<file path="config.mk">
export PLATFORM = sky130hd
export DESIGN_NAME = hazard_unit
export DESIGN_NICKNAME = d
export VERILOG_FILES = /design/src/rtl/hazard_unit.sv
export SDC_FILE = /design/constraint.sdc
export NUM_CORES = 1
export LEC_CHECK = 0
export BUFFER_PORTS_ARGS = -buffer_cell sky130_fd_sc_hd__buf_2
export CELL_PAD_IN_SITES_DETAIL_PLACEMENT = 0
export CELL_PAD_IN_SITES_GLOBAL_PLACEMENT = 1
export CORE_MARGIN = 2
export CORE_UTILIZATION = 22
export CTS_BUF_LIST = sky130_fd_sc_hd__clkbuf_8
export CTS_CLUSTER_SIZE = 16
export DETAILED_ROUTE_END_ITERATION = 10
export GPL_ROUTABILITY_DRIVEN = 0
export HOLD_SLACK_MARGIN = 0.1
export PLACE_DENSITY_LB_ADDON = 0.08
export SETUP_SLACK_MARGIN = 0.05
export SYNTH_ARGS = -nofsm -noshare
export SYNTH_HDL_FRONTEND = slang
export SYNTH_SLANG_ARGS = --single-unit
</file>
<file path="constraint.sdc">
create_clock -name clk -period 2.9 [get_ports clk]
set_input_delay 0.145 -clock clk [delete_from_list [all_inputs] [get_ports clk]]
set_output_delay 0.145 -clock clk [all_outputs]
set_load 0.02 [all_outputs]
</file>
<file path="src/rtl/hazard_unit.sv">
// hazard_unit: stall, flush and forwarding control for the 5-stage RV32I pipeline.
// Define HAZARD_PERF_EN to build the stall/branch-flush performance counters.
module hazard_unit #(
    parameter int ADDR_W = 5,
    parameter int CNT_W  = 32
) (
    input  logic              clk,
    input  logic              rst,
    input  logic [ADDR_W-1:0] rs1_D,
    input  logic [ADDR_W-1:0] rs2_D,
    input  logic [ADDR_W-1:0] rs1_E,
    input  logic [ADDR_W-1:0] rs2_E,
    input  logic [ADDR_W-1:0] rd_E,
    input  logic [ADDR_W-1:0] rd_M,
    input  logic [ADDR_W-1:0] rd_W,
    input  logic              load_E,
    input  logic              reg_write_M,
    input  logic              reg_write_W,
    input  logic              pc_src_E,
    input  logic              mem_req_M,
    input  logic              mem_ready,
    output logic              stall_F,
    output logic              stall_D,
    output logic              stall_E,
    output logic              stall_M,
    output logic              flush_D,
    output logic              flush_E,
    output logic              flush_W,
    output logic [1:0]        forward_A_E,
    output logic [1:0]        forward_B_E,
    output logic [CNT_W-1:0]  perf_stall_cnt,
    output logic [CNT_W-1:0]  perf_flush_cnt
);

    typedef enum logic {RUN, MISS} state_t;

    state_t state;
    logic   miss_active;
    logic   branch_flush;
    logic   load_use;

    always_ff @(posedge clk or posedge rst) begin
        if (rst) begin
            state <= RUN;
        end else begin
            case (state)
                RUN:     if (mem_req_M && !mem_ready) state <= MISS;
                MISS:    if (mem_ready) state <= RUN;
                default: state <= RUN;
            endcase
        end
    end

    // The first miss cycle stalls combinationally; in MISS only mem_ready matters.
    always_comb begin
        miss_active  = !rst && (((state == RUN) && mem_req_M && !mem_ready) ||
                                ((state == MISS) && !mem_ready));
        branch_flush = !rst && !miss_active && pc_src_E;
        load_use     = !rst && !miss_active && !pc_src_E && load_E &&
                       (rd_E != '0) && ((rd_E == rs1_D) || (rd_E == rs2_D));
    end

    assign stall_F = miss_active || load_use;
    assign stall_D = miss_active || load_use;
    assign stall_E = miss_active;
    assign stall_M = miss_active;
    assign flush_D = branch_flush;
    assign flush_E = branch_flush || load_use;
    assign flush_W = miss_active;

    // M result is younger than W, so it wins when both write the same register.
    always_comb begin
        forward_A_E = 2'b00;
        if (reg_write_M && (rd_M != '0) && (rd_M == rs1_E))
            forward_A_E = 2'b10;
        else if (reg_write_W && (rd_W != '0) && (rd_W == rs1_E))
            forward_A_E = 2'b01;

        forward_B_E = 2'b00;
        if (reg_write_M && (rd_M != '0) && (rd_M == rs2_E))
            forward_B_E = 2'b10;
        else if (reg_write_W && (rd_W != '0) && (rd_W == rs2_E))
            forward_B_E = 2'b01;
    end

`ifdef HAZARD_PERF_EN
    always_ff @(posedge clk or posedge rst) begin
        if (rst) begin
            perf_stall_cnt <= '0;
            perf_flush_cnt <= '0;
        end else begin
            if (stall_F)
                perf_stall_cnt <= perf_stall_cnt + CNT_W'(1);
            if (branch_flush)
                perf_flush_cnt <= perf_flush_cnt + CNT_W'(1);
        end
    end
`else
    assign perf_stall_cnt = '0;
    assign perf_flush_cnt = '0;
`endif

endmodule

</file>
==> impl_metrics.toml, run 1 <==
[drt]
top_layer = "met3"
drc = 0
drt_iter0_drc = 6
final_antenna_net_count = 0
vias = 781
detail_route.wl_per_cell_um = 9.761
met2_length_um = 1215
dr.pass1.iters = 4
wl_met1_um = 747
wl_um = 2245
wl_met3_um = 282
avgViaCountPerCell = 3.396

[sta]
layout_setup_ws_ns = 1.222
min_period_ns = 1.678
fin_skew_ns = 0
max_freq_mhz = 595.8
setup_viol_count_final = 0
tns_ns = 0
rsz0062_at_grt = "false"
finalHoldViolations = 0
finalMaxSlewViolations = 0
fin_crit_sh_pct = 57.87
whs_ns = 0.4334

[power]
power.density_nw_per_um2 = 188.0
ir_drop_v = 0.00004090
total_power_uw = 197.8
leakagePower_nw = 0.6250

[grt]
antenna_found_initial = 0
grt_max_degree = 4
grt_overflow = 0
grt_pass1_vias = 688
track_usage_pct = 7.539
grt_pass1_wl_um = 3194

[synthesis]
seq_area_frac_synth_pct = 2.558
synth.avg_cell_area_um2 = 7.644
synth_edf_count = 0
yosys_register_bits = 1
synth_top_area_cell = "buf_4"
synth_most_common_cell = "buf_4"
yosysWarnings = 0
post_synth_num_cell_types = 20
synth_cells = 128
async_reset_ff_share_pct = 100.0
synth_ff_type = "dfrtp_1"
synthTopCellsByCount = "buf_4 (67), xor2_1 (24), xnor2_1 (6)"
synth_top_area_share_pct = 51.41
ys_top_cells_by_area = "buf_4 (51%), xor2_1 (21%), xnor2_1 (5.4%)"
synth.cell_area_um2 = 978.4

[place]
placed_cell_area_um2 = 1042
placed_cells = 229
dp_slack_ns = 1.243
dp_hpwl_um = 2147
port_buffers = 53

[final_layout]
fin_nets = 223
drive_above_1_share_pct = 32.58
nFillCells = 506
post-route-util_pct = 24.33
stdcell_area_um2 = 1052
areaGrowthSynthToFinish_pct = 7.545
regMostFlops = "state"
stdcell_count = 230
diodes = 0
largest_reg_flops = 1
reg.largest.list = "state: 1 flops"

[floorplanning]
die_area_um2 = 4997
pin_count = 118
die_w_um = 70.69
start_util_pct = 22.63
rows = 24
die_y_um = 70.69
coreArea_um2 = 4324

[cts]
clk_pin_slew_worst_paths_ns = 0
clkLatencyLatePin_ns = 0
cts_resized = 0

[setup_path]
r2r-start = "state"
cp_common_cell = "buf_2"
critical-path-max-stage-delay_ns = 0.54
cp.required_ns = 2.76
critical_path_class = "in2out"
slowest_stage = "dlygate4sd3_1"
startpoint_type = "primary input"
cp.arrival_ns = 1.53
crit_chain = "dlygate4sd3_1, buf_2, o41ai_1, buf_2"
worstSetupEndpointType = "output port"
setup.worst_path.start = "rst"
crit_path_max_fanout = 3

[run]
drv_cap = 0

[status]
outcome = "finished, final reports clean"

[hold_path]
min_from = "mem_ready"
hold_path.class = "in2reg"
cell usage in the layout (no fill, tap or decap):
| cell type | synthesis | routed |
|---|---|---|
| a22oi_1 | 1 | 1 |
| buf_2 | 0 | 53 |
| conb_1 | 1 | 64 |
| dfrtp_1 | 1 | 1 |
| dlygate4sd3_1 | 0 | 1 |
| inv_1 | 4 | 4 |
| nand2_1 | 1 | 1 |
| nand3_1 | 3 | 3 |
| nor2_1 | 3 | 3 |
| nor3_1 | 2 | 2 |
| nor4_1 | 2 | 2 |
| nor4_2 | 2 | 2 |
| o21ai_0 | 1 | 1 |
| o21ai_1 | 1 | 1 |
| o21ai_2 | 1 | 1 |
| o41ai_1 | 2 | 2 |
| or2_2 | 1 | 1 |
| or4_1 | 4 | 4 |
| or4_4 | 1 | 1 |
| xnor2_1 | 6 | 6 |
| xor2_1 | 24 | 24 |
layer usage:
metal | GRT usage (%) | vias up
met1 | 8.647 | 336
li1 | - | 383
met4 | 0 | 0
met2 | 15.47 | 62
met5 | 0 | -
met3 | 0.9972 | 0
repair_timing:
action / 4_1_cts / 5_1_grt
setup buffers: 0 / 0
endpoints found under the hold margin: 1 / 0
hold buffers: 1 / 0
cell families after synthesis:
| logic type | Yosys count | share of synthesized area, % |
|---|---|---|
| AOI/OAI and AO/OA | 6 | 4.475 |
| and+or+nand+nor | 19 | 12.79 |
| buffers and inverters | 71 | 52.94 |
| other | 1 | 0.3833 |
| DFF | 1 | 2.557 |
| xor gates and xnor gates | 30 | 26.85 |
critical path, delay by kind of cell:
family          cells  cell delay, ns
compound gates      1            0.47
buf+inv             3            0.93
final timing paths:
kind	to	slack, ns	cells after the start
worst max-delay path	stall_F	1.22	4
worst min-delay path	state	0.43	3
worst max register to register	state	2.09	3
worst min register to register	state	0.66	3
max in group asynchronous	state	2.19	3
min in group asynchronous	state	0.59	3
where the power goes:
part | total (mW) | switching (mW) | internal, mW
combinational | 0.182 | 0.131 | 0.0517
sequential | 0.0155 | 0.000366 | 0.0151
clock | 0 | 0 | 0
total | 0.198 | 0.131 | 0.0668
final cells by class:
| type | instances | area (µm²) | share of cell area [%] |
|---|---|---|---|
| multi-input cells | 119 | 671.9 | 63.85 |
| repair buffers | 54 | 275.3 | 26.16 |
| well taps | 52 | 65.06 | 6.183 |
| flip-flops and latches | 1 | 25.02 | 2.378 |
| inverters | 4 | 15.01 | 1.427 |
Power figures use the tool's default switching activity.
==> inputs of run 2 (changes only) <==
--- a/config.mk
+++ b/config.mk
@@ -5,11 +5,12 @@
 export SDC_FILE = /design/constraint.sdc
 export NUM_CORES = 1
 export LEC_CHECK = 0
+export ABC_AREA = 1
 export BUFFER_PORTS_ARGS = -buffer_cell sky130_fd_sc_hd__buf_2
 export CELL_PAD_IN_SITES_DETAIL_PLACEMENT = 0
 export CELL_PAD_IN_SITES_GLOBAL_PLACEMENT = 1
 export CORE_MARGIN = 2
-export CORE_UTILIZATION = 22
+export CORE_UTILIZATION = 19
 export CTS_BUF_LIST = sky130_fd_sc_hd__clkbuf_8
 export CTS_CLUSTER_SIZE = 16
 export DETAILED_ROUTE_END_ITERATION = 10
==> constraint.sdc (replaced) <==
create_clock -name clk -period 1.4 [get_ports clk]
set_input_delay 0.07 -clock clk [delete_from_list [all_inputs] [get_ports clk]]
set_output_delay 0.07 -clock clk [all_outputs]
set_load 0.02 [all_outputs]
==> impl_metrics.toml, run 2 <==
[status]
outcome = "finished, final reports clean"

[floorplanning]
die_area_um2 = 6267
die_w_um = 79.17
pin_count = 118
die_y_um = 79.17
coreArea_um2 = 5473
start_util_pct = 19.62
rows = 27

[setup_path]
critical_path_class = "reg2out"
critical-path-max-stage-delay_ns = 0.33
cp_common_cell = "nand2_1"
crit_family = "simple AND/OR/NAND/NOR gates"
cp.arrival_ns = 1.08
r2r-start = "state"
crit_chain = "o21bai_1, nand4_1, nor2_1, nand2_1, nand2_1, buf_2"
r2r_end = "state"
r2r_setup_slack_ns = 0.63
worstSetupEndpointType = "output port"
cp.required_ns = 1.33
startpoint_type = "flip-flop"
r2r_cells = 2
path_buf_inv = 1
crit_path_max_fanout = 3
slowest_stage = "dfrtp_1"

[drt]
dr.pass1.iters = 4
final_antenna_net_count = 0
wl_um = 2234
vias = 924
drc = 0
detail_route.wl_per_cell_um = 7.547
avgViaCountPerCell = 3.122
drt_iter0_drc = 13

[grt]
track_usage_pct = 5.976
antenna_found_initial = 0
grt_pass1_vias = 749
grt_pass1_wl_um = 3111
grt_overflow = 0
grt_max_degree = 6

[sta]
layout_setup_ws_ns = 0.2463
rsz0062_at_grt = "false"
min_period_ns = 1.154
fin_skew_ns = 0
finalHoldViolations = 0
whs_ns = 0.3534
max_freq_mhz = 866.8
tns_ns = 0
finalMaxSlewViolations = 0
setup_viol_count_final = 0
fin_crit_sh_pct = 82.40

[cts]
clkLatencyLatePin_ns = 0
clk_pin_slew_worst_paths_ns = 0
cts_resized = 0

[final_layout]
drive_above_1_share_pct = 25.00
diodes = 0
reg.largest.list = "state: 1 flops"
largest_reg_flops = 1
stdcell_area_um2 = 1172
nFillCells = 674
layout_common_cells = "conb_1 (64), buf_2 (53), nand2_1 (33), xnor2_1 (19), nor2_1 (18)"
final_common_cell = "conb_1"
fin_nets = 269
multi_input_area_um2 = 718.2
regMostFlops = "state"
areaGrowthSynthToFinish_pct = 9.207
regArea_um2 = 25.02

[synthesis]
ys_top_cells_by_area = "buf_4 (47%), xnor2_1 (16%), nand2_1 (12%)"
synth_edf_count = 0
post_synth_num_cell_types = 16
synth.cell_area_um2 = 1074
synth_ff_type = "dfrtp_1"
synthTopCellsByCount = "buf_4 (67), nand2_1 (33), xnor2_1 (19)"
synth_top_area_share_pct = 46.85
synth_cells = 174
yosysWarnings = 0
synth.avg_cell_area_um2 = 6.170
yosys_register_bits = 1
async_reset_ff_share_pct = 100.0
synth_top_area_cell = "buf_4"
synth_most_common_cell = "buf_4"
seq_area_frac_synth_pct = 2.331

[power]
seqPwrFrac_pct = 7.3
ir_drop_v = 0.00009508
internal-power_uw = 151.9
power.density_nw_per_um2 = 369.4
leakagePower_nw = 0.7495
p_clk_share_pct = 0
p_switching_uw = 281.2
switching_share_pct = 64.92
p_comb_share_pct = 92.7

[place]
placed_cell_area_um2 = 1162
port_buffers = 53
dp_hpwl_um = 2171
dp_slack_ns = 0.2339

[hold_path]
hold_path.class = "in2reg"
min_to = "state"
hold_path_depth = 3
min_from = "mem_req_M"

[run]
drv_cap = 0
-- run 2: per-stage QoR --
stage	cells	util (%)	total power, mW
5_1_grt	296	21.42	0.4752
6_report	296	21.42	0.4331
3_3_place_gp	295	21.24	0.4387
3_5_place_dp	295	21.24	0.4327
4_1_cts	296	21.42	0.4354
2_1_floorplan	237	-	0.4575
-- run 2: logic make-up after synthesis --
family                 share of synthesized area [%]
buffers and inverters                          52.80
AND/OR/NAND/NOR                                25.87
AO/OA/AOI/OAI                                 0.6996
other                                         0.3493
XOR/XNOR                                       17.95
flip-flops                                     2.331
-- run 2: worst max path at each step --
stage           from  endpoint  slack, ns  cells past startpoint
6_report       state   stall_F       0.25                      6
5_1_grt        state   stall_D       0.12                      6
4_1_cts        state   stall_F       0.23                      6
3_5_place_dp   state   stall_F       0.23                      6
3_3_place_gp   state   stall_F       0.27                      6
2_1_floorplan  state   stall_F        0.1                      5
-- run 2: area by class of cell --
class	instances	share of cell area (%)
well taps	72	7.684
flip-flops and latches	1	2.134
inverters	17	5.443
repair buffers	54	23.48
multi-input cells	152	61.26
-- run 2: layer usage --
metal,part of all wire (%),up-vias,global-route usage (%),routed length [µm]
met1,38,375,6.953,846
li1,-,489,-,-
met4,0,0,0,0
met3,12,0,1.477,262
met2,50,60,11.61,1125
met5,0,-,0,0
-- run 2: power by group through the flow --
stage / Combinational [mW] / Sequential (mW) / Clock (mW)
floorplan: 0.426 / 0.0317 / 0
global placement: 0.407 / 0.0318 / 0
detailed placement: 0.401 / 0.0318 / 0
CTS: 0.404 / 0.0318 / 0
global route: 0.443 / 0.0322 / 0
finish: 0.401 / 0.0318 / 0
-- run 2: worst register-to-register path: cells and delay by family (launching register included) --
kind            cells  cell delay, ns
compound gates      1            0.22
buf+inv             1            0.08
flops               1            0.33
-- run 2: what timing repair did --
item                      in CTS  in global routing
setup buffers                  0                  0
hold buffers                   1                  0
hold endpoints to repair       1                  0
